[config.mk]
export PLATFORM = sky130hd
export DESIGN_NAME = spi_slave_trx_char
export DESIGN_NICKNAME = d
export VERILOG_FILES = /design/src/rtl/spi_slave_trx_char.sv
export SDC_FILE = /design/constraint.sdc
export NUM_CORES = 1
export LEC_CHECK = 0
export ABC_CLOCK_PERIOD_IN_PS = 5600
export CAP_MARGIN = 40
export CORE_MARGIN = 2
export CORE_UTILIZATION = 61
export DETAILED_ROUTE_END_ITERATION = 10
export DONT_BUFFER_PORTS = 1
export PLACE_DENSITY = 0.73
export SETUP_SLACK_MARGIN = 0.3
export SLEW_MARGIN = 20
export SYNTH_ARGS = -nofsm -noshare
export SYNTH_HDL_FRONTEND = slang
export SYNTH_SLANG_ARGS = --single-unit
export TNS_END_PERCENT = 5
[constraint.sdc]
create_clock -name S_SYSCLK -period 5.6 [get_ports S_SYSCLK]
set_input_delay 1.12 -clock S_SYSCLK [delete_from_list [all_inputs] [get_ports S_SYSCLK]]
set_output_delay 1.12 -clock S_SYSCLK [all_outputs]
set_load 0.01 [all_outputs]
[src/rtl/spi_slave_trx_char.sv]
// SPI slave character transceiver, fully in the S_SYSCLK domain (SCK/CS_N/MOSI are oversampled).
// Optional S_TX_UNDERRUN output is enabled by defining SPI_SLAVE_UNDERRUN_EN.
module spi_slave_trx_char #(
    parameter int unsigned CHAR_NBITS  = 32,
    parameter int unsigned SYNC_STAGES = 2
) (
    input  logic                  S_SYSCLK,
    input  logic                  S_RESETN,
    input  logic                  S_ENABLE,
    input  logic                  S_CPOL,
    input  logic                  S_CPHA,
    input  logic                  S_REV,
    input  logic [3:0]            S_CHAR_LEN,
    input  logic [CHAR_NBITS-1:0] S_WCHAR,
    input  logic                  S_WCHAR_LD,
    output logic                  S_TX_FULL,
    output logic [CHAR_NBITS-1:0] S_RCHAR,
    output logic                  S_RCHAR_VALID,
    output logic                  S_FRAME_ERR,
    input  logic                  S_SPI_SCK,
    input  logic                  S_SPI_CS_N,
    input  logic                  S_SPI_MOSI,
    output logic                  S_SPI_MISO,
    output logic                  S_SPI_MISO_OE
`ifdef SPI_SLAVE_UNDERRUN_EN
    ,
    output logic                  S_TX_UNDERRUN
`endif
);

    localparam int unsigned IdxW = $clog2(CHAR_NBITS);

    typedef enum logic [1:0] {StIdle, StLoad, StActive} state_e;

    // SCK is synchronized after normalising by CPOL, so its idle level is always 0.
    logic [SYNC_STAGES-1:0] sck_sync_q, cs_sync_q, mosi_sync_q;
    logic                   sck_prev_q, cs_prev_q;
    logic                   sck_s, cs_s, mosi_s;
    logic                   lead_edge, trail_edge, sample_edge, shift_edge, cs_fall;

    always_ff @(posedge S_SYSCLK or negedge S_RESETN) begin
        if (!S_RESETN) begin
            sck_sync_q  <= '0;
            cs_sync_q   <= '1;
            mosi_sync_q <= '0;
            sck_prev_q  <= 1'b0;
            cs_prev_q   <= 1'b1;
        end else begin
            sck_sync_q  <= {sck_sync_q[SYNC_STAGES-2:0], S_SPI_SCK ^ S_CPOL};
            cs_sync_q   <= {cs_sync_q[SYNC_STAGES-2:0], S_SPI_CS_N};
            mosi_sync_q <= {mosi_sync_q[SYNC_STAGES-2:0], S_SPI_MOSI};
            sck_prev_q  <= sck_s;
            cs_prev_q   <= cs_s;
        end
    end

    assign sck_s       = sck_sync_q[SYNC_STAGES-1];
    assign cs_s        = cs_sync_q[SYNC_STAGES-1];
    assign mosi_s      = mosi_sync_q[SYNC_STAGES-1];
    assign lead_edge   = sck_s & ~sck_prev_q;
    assign trail_edge  = ~sck_s & sck_prev_q;
    assign sample_edge = S_CPHA ? trail_edge : lead_edge;
    assign shift_edge  = S_CPHA ? lead_edge : trail_edge;
    assign cs_fall     = ~cs_s & cs_prev_q;

    state_e                state_q, state_d;
    logic [5:0]            bit_cnt_q, bit_cnt_d, tx_idx_q, tx_idx_d;
    logic [CHAR_NBITS-1:0] tx_q, tx_d, rx_q, rx_d, rchar_q, rchar_d, hold_q;
    logic                  full_q, miso_q, miso_d;
    logic                  rvalid_q, rvalid_d, ferr_q, ferr_d;
    logic                  load_xfer, reload_xfer, sample_take;

    logic [5:0]            n_bits, cnt_inc;
    logic [IdxW-1:0]       rx_pos, tx_pos, first_pos;
    logic [CHAR_NBITS-1:0] load_val;

    assign n_bits    = (S_CHAR_LEN == 4'd0) ? 6'd32 : {2'b00, S_CHAR_LEN} + 6'd1;
    assign cnt_inc   = bit_cnt_q + 6'd1;
    assign rx_pos    = IdxW'(S_REV ? (n_bits - 6'd1 - bit_cnt_q) : bit_cnt_q);
    assign tx_pos    = IdxW'(S_REV ? (n_bits - 6'd1 - tx_idx_q) : tx_idx_q);
    assign first_pos = IdxW'(S_REV ? (n_bits - 6'd1) : 6'd0);
    assign load_val  = full_q ? hold_q : '1;

    always_comb begin
        state_d     = state_q;
        bit_cnt_d   = bit_cnt_q;
        tx_idx_d    = tx_idx_q;
        tx_d        = tx_q;
        rx_d        = rx_q;
        miso_d      = miso_q;
        rchar_d     = rchar_q;
        rvalid_d    = 1'b0;
        ferr_d      = 1'b0;
        load_xfer   = 1'b0;
        reload_xfer = 1'b0;
        sample_take = 1'b0;
        if (!S_ENABLE) begin
            state_d   = StIdle;
            bit_cnt_d = '0;
            miso_d    = 1'b1;
        end else begin
            unique case (state_q)
                StIdle: begin
                    if (cs_fall) state_d = StLoad;
                end
                StLoad: begin
                    if (cs_s) begin
                        state_d = StIdle;
                    end else begin
                        load_xfer = 1'b1;
                        state_d   = StActive;
                    end
                end
                StActive: begin
                    if (cs_s) begin
                        state_d   = StIdle;
                        ferr_d    = (bit_cnt_q != 6'd0);
                        bit_cnt_d = '0;
                        miso_d    = 1'b1;
                    end else if (sample_edge) begin
                        sample_take = 1'b1;
                        rx_d[rx_pos] = mosi_s;
                        if (cnt_inc == n_bits) begin
                            rchar_d     = rx_d;
                            rvalid_d    = 1'b1;
                            reload_xfer = 1'b1;
                        end else begin
                            bit_cnt_d = cnt_inc;
                        end
                    end else if (shift_edge && (S_CPHA || bit_cnt_q != 6'd0)) begin
                        // CPHA=0: the shift edge right after a completed char is skipped.
                        miso_d   = tx_q[tx_pos];
                        tx_idx_d = tx_idx_q + 6'd1;
                    end
                end
                default: state_d = StIdle;
            endcase
        end
        if (load_xfer || reload_xfer) begin
            tx_d      = load_val;
            rx_d      = '0;
            bit_cnt_d = '0;
            tx_idx_d  = S_CPHA ? 6'd0 : 6'd1;
            miso_d    = S_CPHA | load_val[first_pos];
        end
    end

    always_ff @(posedge S_SYSCLK or negedge S_RESETN) begin
        if (!S_RESETN) begin
            state_q   <= StIdle;
            bit_cnt_q <= '0;
            tx_idx_q  <= '0;
            tx_q      <= '0;
            rx_q      <= '0;
            miso_q    <= 1'b1;
            rchar_q   <= '0;
            rvalid_q  <= 1'b0;
            ferr_q    <= 1'b0;
        end else begin
            state_q   <= state_d;
            bit_cnt_q <= bit_cnt_d;
            tx_idx_q  <= tx_idx_d;
            tx_q      <= tx_d;
            rx_q      <= rx_d;
            miso_q    <= miso_d;
            rchar_q   <= rchar_d;
            rvalid_q  <= rvalid_d;
            ferr_q    <= ferr_d;
        end
    end

    // A load strobe coinciding with a transfer wins: old value shifts out, new one stays held.
    always_ff @(posedge S_SYSCLK or negedge S_RESETN) begin
        if (!S_RESETN) begin
            hold_q <= '0;
            full_q <= 1'b0;
        end else if (S_WCHAR_LD) begin
            hold_q <= S_WCHAR;
            full_q <= 1'b1;
        end else if (load_xfer || reload_xfer) begin
            full_q <= 1'b0;
        end
    end

    always_comb begin
        S_SPI_MISO = 1'b1;
        if (S_ENABLE) begin
            if (state_q == StLoad) S_SPI_MISO = S_CPHA | load_val[first_pos];
            else if (state_q == StActive) S_SPI_MISO = miso_q;
        end
    end

    assign S_SPI_MISO_OE = S_ENABLE & (state_q != StIdle);
    assign S_TX_FULL     = full_q;
    assign S_RCHAR       = rchar_q;
    assign S_RCHAR_VALID = rvalid_q;
    assign S_FRAME_ERR   = ferr_q;

`ifdef SPI_SLAVE_UNDERRUN_EN
    // An empty in-frame reload is only reported once its char actually starts being clocked,
    // so a frame's trailing reload does not raise a spurious pulse.
    logic underrun_q, reload_empty_q;

    always_ff @(posedge S_SYSCLK or negedge S_RESETN) begin
        if (!S_RESETN) begin
            underrun_q     <= 1'b0;
            reload_empty_q <= 1'b0;
        end else begin
            underrun_q <= (load_xfer & ~full_q) | (sample_take & reload_empty_q);
            if (reload_xfer) reload_empty_q <= ~full_q;
            else if (sample_take || state_q != StActive) reload_empty_q <= 1'b0;
        end
    end

    assign S_TX_UNDERRUN = underrun_q;
`endif

endmodule

==> flow_summary.toml, run 1 <==
[outcome]
outcome = "complete, no violations"

[synthesis]
synth_edf_count = 0
netlist_area_sq_um = 7980
synthTopCellsByArea = "dfrtp_1 47%, mux2i_1 5.9%, nand2_1 5.0%, o21ai_0 4.9%, inv_1 3.5%"
syn-num-nets = 936
synth-seq-area-share = 0.480
synth_cell_types = 67
synth-main-ff-cell = "dfrtp_1"
yosys.area.top_type_share = 0.467
ys_ff_latch = 153
ys_warn_count = 0
yosysMostFrequentCell = "dfrtp_1"
synth_async_sr_flop_share = 1.00
synthCells = 874
synth_top_cell_by_area = "dfrtp_1"
synth_common_cells = "149 x dfrtp_1, 106 x nand2_1, 78 x o21ai_0, 74 x inv_1, 69 x nor2_1"
avgSynthCellArea_sq_um = 9.13

[timing]
fmaxAchievable_mhz = 199
rsz0062_at_grt = "true"
worst_slack_ps = 576
max-slew-margin-rel = 0.495
setup_tns_ps = 0
slew_violations = 0
setup_violations = 0
period_minus_slack_ps = 5020
worstMarginPinSlew_ps = 754
hold_violations = 0
clock_skew_ps = 7.89
fin_crit_sh = 0.897
hold_slack_ps = 347

[cts]
hold_buffers = 0
numCtsBuffers = 17
cts.sinks = 153
clkSlewWorstSetupHoldPaths_ps = 60
clock_path_buffers = 2
cts_resized = 0
htree_levels = 4
cts_setup_buffers = 0
cts-root-buf = "clkbuf_16"
cts_tree = "yes"
clk_latency_ps = 430

[setup_path]
critPathBufInv = 2
worstSetupPathType = "primary input to output pin"
start_kind = "primary input"
cpMaxStageDelayCell = "or3b_1"
r2r_setup_slack_ps = 2200
end_kind = "output pin"
path_delay_family = "compound AO/OA/AOI/OAI gates"
crit_chain = "inv_1, ha_1, or3b_1, nand2_2, ha_1, clkinv_1, nand2_1, a211oi_1, a21boi_0, a221oi_1, o22a_1, and3_1, o21ai_1"
max_stage_delay_ps = 410
crit_path_frequent_cell = "ha_1"
crit_fanout = 10
critPathRequiredTime_ps = 4480
worstPathArrival_ps = 3900

[die]
start_util = 0.627
die_y_um = 118
ios = 83
rows = 41
dieArea_sq_um = 14000
core_sq_um = 12700
die_x_um = 118

[final_layout]
final_cells = 1039
fin_nets = 918
antenna_cells = 0
n_fill_cell = 1034
area_growth_pct = 8.70
drive_gt1_frac = 0.0692

[global_route]
grt_max_degree = 154
grt_pass1_vias = 6236
grt_pass1_wl_um = 32100
grtUsageTotal = 0.287
gr-total-overflow = 0
antenna_found_initial = 0

[drt]
drt_iter0_drc = 560
viasPerCell = 6.14
ant_nets = 0
totalWireLength_um = 19200
wl_met2_um = 9360
wire_per_inst_um = 18.5
wl_met3_um = 1060
highest_layer = "met4"
drc_errors = 0
drtPass1Iterations = 5
wl_met1_um = 8200
vias = 6383

[place]
io_buffers = 0
place.gp.congestion = 0.884
dp_hpwl_um = 13600
post-place-ws_ps = 367
placed_cells = 1009

[min_path]
min_path_type = "flip-flop to flip-flop"

[pwr]
powerDensity_nw_per_um2 = 345
ir_worst_vdd_uv = 248
power_leakage_nw = 3.92

[run]
maxCapViolCount = 0
==> cell type report <==
type / count / area, sq um / area share
clock buffers: 19 / 443 / 0.0511
clock inverters: 11 / 146 / 0.0169
inverters: 78 / 295 / 0.0340
multi-input cells: 596 / 3670 / 0.423
flip-flops and latches: 153 / 3830 / 0.442
well taps: 172 / 215 / 0.0248
repair buffers: 10 / 75.1 / 0.00865
==> registers in the layout, indices dropped and copies added, names as in the netlist, 2 cells and up <==
name / cells
state_q: 2
tx_q: 32
bit_cnt_q: 6
rx_q: 32
sck_sync_q: 2
tx_idx_q: 5
mosi_sync_q: 2
S_RCHAR: 32
cs_sync_q: 2
hold_q: 32
==> cell usage in the layout, fill, tap and decap left out, drive strengths merged, types with 19 or more instances in the layout <==
cell type and n:
nor2 70, clkbuf 19, o21ai 93, a31oi 39, dfrtp 149, nand2 108, inv 79, o22ai 24
nand3 21, a21oi 36, mux2i 47
==> routing by layer <==
metal	vias to the layer above	global-route usage
li1	3033	-
met1	3086	0.369
met2	210	0.470
met3	54	0.0613
met4	0	0.126
met5	-	0
==> report_power, final <==
group          total (mW)  internal, mW  switching (mW)
Combinational       0.499         0.213           0.286
Sequential           1.33          1.24          0.0857
Clock                1.16         0.708           0.455
Total                2.99          2.16           0.827
==> worst paths after layout <==
kind,startpoint,to,depth (start not counted)
max,S_CHAR_LEN[0],S_SPI_MISO,13
min,mosi_sync_q[0]$_DFF_PN0_,mosi_sync_q[1]$_DFF_PN0_,0
max reg2reg,bit_cnt_q[1]$_DFFE_PN0P_,rx_q[8]$_DFFE_PN0P_,8
min reg2reg,mosi_sync_q[0]$_DFF_PN0_,mosi_sync_q[1]$_DFF_PN0_,0
max in group asynchronous,S_RESETN,cs_sync_q[0]$_DFF_PN1_,0
min in group asynchronous,S_RESETN,S_RCHAR[30]$_DFFE_PN0P_,0
==> per-stage QoR <==
stage               instance area, sq um  total power [mW]  utilization
floorplan                           7980              1.71            -
global placement                    8090              1.81        0.636
detailed placement                  8090              1.84        0.636
CTS                                 8680              3.00        0.682
global route                        8680              3.12        0.682
finish                              8680              2.99        0.682
==> cell families (layout without fill, tap and decap cells) <==
family | after synthesis | in the layout | synth area share
AO/OA/AOI/OAI | 256 | 256 | 0.202
XOR/XNOR | 18 | 18 | 0.0198
adder cells (fa/ha/maj) | 16 | 16 | 0.0270
buffers and inverters | 125 | 118 | 0.0611
flip-flops | 153 | 153 | 0.480
multiplexers | 50 | 50 | 0.0632
AND/OR/NAND/NOR | 256 | 256 | 0.147
Note: power is estimated with default switching activity, not from simulation.
==> inputs of run 2 (changes only) <==
--- a/config.mk
+++ b/config.mk
@@ -11,7 +11,8 @@
 export CORE_UTILIZATION = 61
 export DETAILED_ROUTE_END_ITERATION = 10
 export DONT_BUFFER_PORTS = 1
-export PLACE_DENSITY = 0.73
+export PLACE_DENSITY = 0.83
+export RECOVER_POWER = 25
 export SETUP_SLACK_MARGIN = 0.3
 export SLEW_MARGIN = 20
 export SYNTH_ARGS = -nofsm -noshare
==> run 2 against run 1 <==
- total power shrank 0.16%
- critical path type unchanged
- final cell count hardly changed
- cell area up 0.27%
==> flow_summary.toml, run 2 (synthesis gave the netlist of run 1 again) <==
[global_route]
gr-total-overflow = 0
grt_pass1_wl_um = 31300
grt.met1_usage = 0.405
antenna_found_initial = 0
met3_usage = 0.0864
busiest_layer = "met2"
grtUsageTotal = 0.286
grt_max_degree = 154
use_met2 = 0.415
grt_pass1_vias = 6161

[pwr]
powerDensity_nw_per_um2 = 343
switchingPower_mw = 0.811
clkPwrFrac = 0.388
sw_frac_of_total = 0.272
ir_worst_vdd_uv = 274
seqPwrFrac = 0.444
power_leakage_nw = 3.94
p_comb_frac = 0.168
intPower_mw = 2.17

[cts]
numCtsBuffers = 17
htree_levels = 4
cts_setup_buffers = 0
cts-root-buf = "clkbuf_16"
cts_tree = "yes"
clk_latency_ps = 440
clkSlewWorstSetupHoldPaths_ps = 60
clock_path_buffers = 2
hold_buffers = 0
cts_resized = 0
cts.sinks = 153

[outcome]
outcome = "complete, no violations"

[place]
place.gp.congestion = 0.898
post-place-ws_ps = 432
place_area_sq_um = 8090
dp_hpwl_um = 13000
io_buffers = 0

[setup_path]
rr_worst_depth = 10
crit_chain = "inv_1, ha_1, or3b_1, nand2_2, ha_1, buf_4, nor2_1, nor3_1, o311ai_0, a31oi_1, o22a_1, and3_1, o21ai_1"
reg2reg_to = "rx_q[26]$_DFFE_PN0P_"
critPathLaunch = "S_CHAR_LEN[0]"
worstSetupPathType = "primary input to output pin"
r2r_start = "bit_cnt_q[0]$_DFFE_PN0P_"
start_kind = "primary input"
critPathRequiredTime_ps = 4480
worstSetupEndpoint = "S_SPI_MISO"
worstPathArrival_ps = 4000
crit_path_frequent_cell = "ha_1"
crit_fanout = 9
cpMaxStageDelayCell = "o311ai_0"
end_kind = "output pin"
r2r_setup_slack_ps = 2250
max_stage_delay_ps = 430

[run]
maxCapViolCount = 0

[timing]
hold_slack_ps = 352
period_minus_slack_ps = 5120
setup_tns_ps = 0
worstMarginPinSlew_ps = 826
setup_violations = 0
hold_violations = 0
rsz0062_at_grt = "false"
fin_crit_sh = 0.914
fmaxAchievable_mhz = 195
clock_skew_ps = 6.96
slew_violations = 0
max-slew-margin-rel = 0.448
worst_slack_ps = 482

[die]
ios = 83
core_sq_um = 12700
dieArea_sq_um = 14000
die_y_um = 118
die_x_um = 118
start_util = 0.627
rows = 41

[drt]
ant_nets = 0
drtPass1Iterations = 7
drc_errors = 0
viasPerCell = 6.19
drt_iter0_drc = 575
totalWireLength_um = 19000
wire_per_inst_um = 18.3
vias = 6438

[final_layout]
antenna_cells = 0
fin_nets = 919
stdcell_area_sq_um = 8700
drive_gt1_frac = 0.0668
layout_common_cells = "149 x dfrtp_1, 106 x nand2_1, 78 x o21ai_0"
final_common_cell = "dfrtp_1"
area_growth_pct = 9.00

[min_path]
min_path_type = "flip-flop to flip-flop"
==> run 2: routing by layer <==
metal  wire length [um]  vias up
met5                  0        -
met4                446        0
met3               1510       35
met2               8370      233
li1                   -     3048
met1               8680     3122
==> run 2: worst min-delay path by stage <==
stage,startpoint,endpoint,slack (ps),cells past startpoint
after floorplan,mosi_sync_q[0]$_DFF_PN0_,mosi_sync_q[1]$_DFF_PN0_,330,0
after global routing,S_RESETN,S_TX_FULL$_DFFE_PN0P_,360,0
after global placement,mosi_sync_q[0]$_DFF_PN0_,mosi_sync_q[1]$_DFF_PN0_,330,0
after CTS,S_RESETN,hold_q[6]$_DFFE_PN0P_,360,0
after detailed placement,sck_sync_q[0]$_DFF_PN0_,sck_sync_q[1]$_DFF_PN0_,340,0
final,mosi_sync_q[0]$_DFF_PN0_,mosi_sync_q[1]$_DFF_PN0_,350,0
==> run 2: cell type report <==
cell class	instances	area [sq um]
flip-flops and latches	153	3830
clock inverters	7	118
fillers	1019	4020
inverters	78	295
clock buffers	23	468
well taps	172	215
repair buffers	11	103
multi-input cells	596	3670
==> run 2: worst max-delay path, delay by kind of cell <==
kind	cells	cell delay [ps]
compound gates	4	1040
fa+ha+maj	2	480
buf+inv	2	280
simple gates	5	1070
==> run 2: stage by stage <==
step | utilization | instances | power [mW]
6_report | 0.684 | 1040 | 2.99
3_3_place_gp | 0.636 | 1009 | 1.81
5_1_grt | 0.684 | 1040 | 3.12
4_1_cts | 0.682 | 1039 | 2.99
2_1_floorplan | - | 874 | 1.71
3_5_place_dp | 0.636 | 1009 | 1.83
==> run 2: power groups by stage <==
stage | clock, mW | combinational [mW] | sequential (mW)
after global placement | 0 | 0.478 | 1.33
final | 1.16 | 0.501 | 1.33
after global routing | 1.22 | 0.557 | 1.34
after detailed placement | 0 | 0.490 | 1.34
after floorplan | 0 | 0.392 | 1.32
after CTS | 1.17 | 0.494 | 1.32
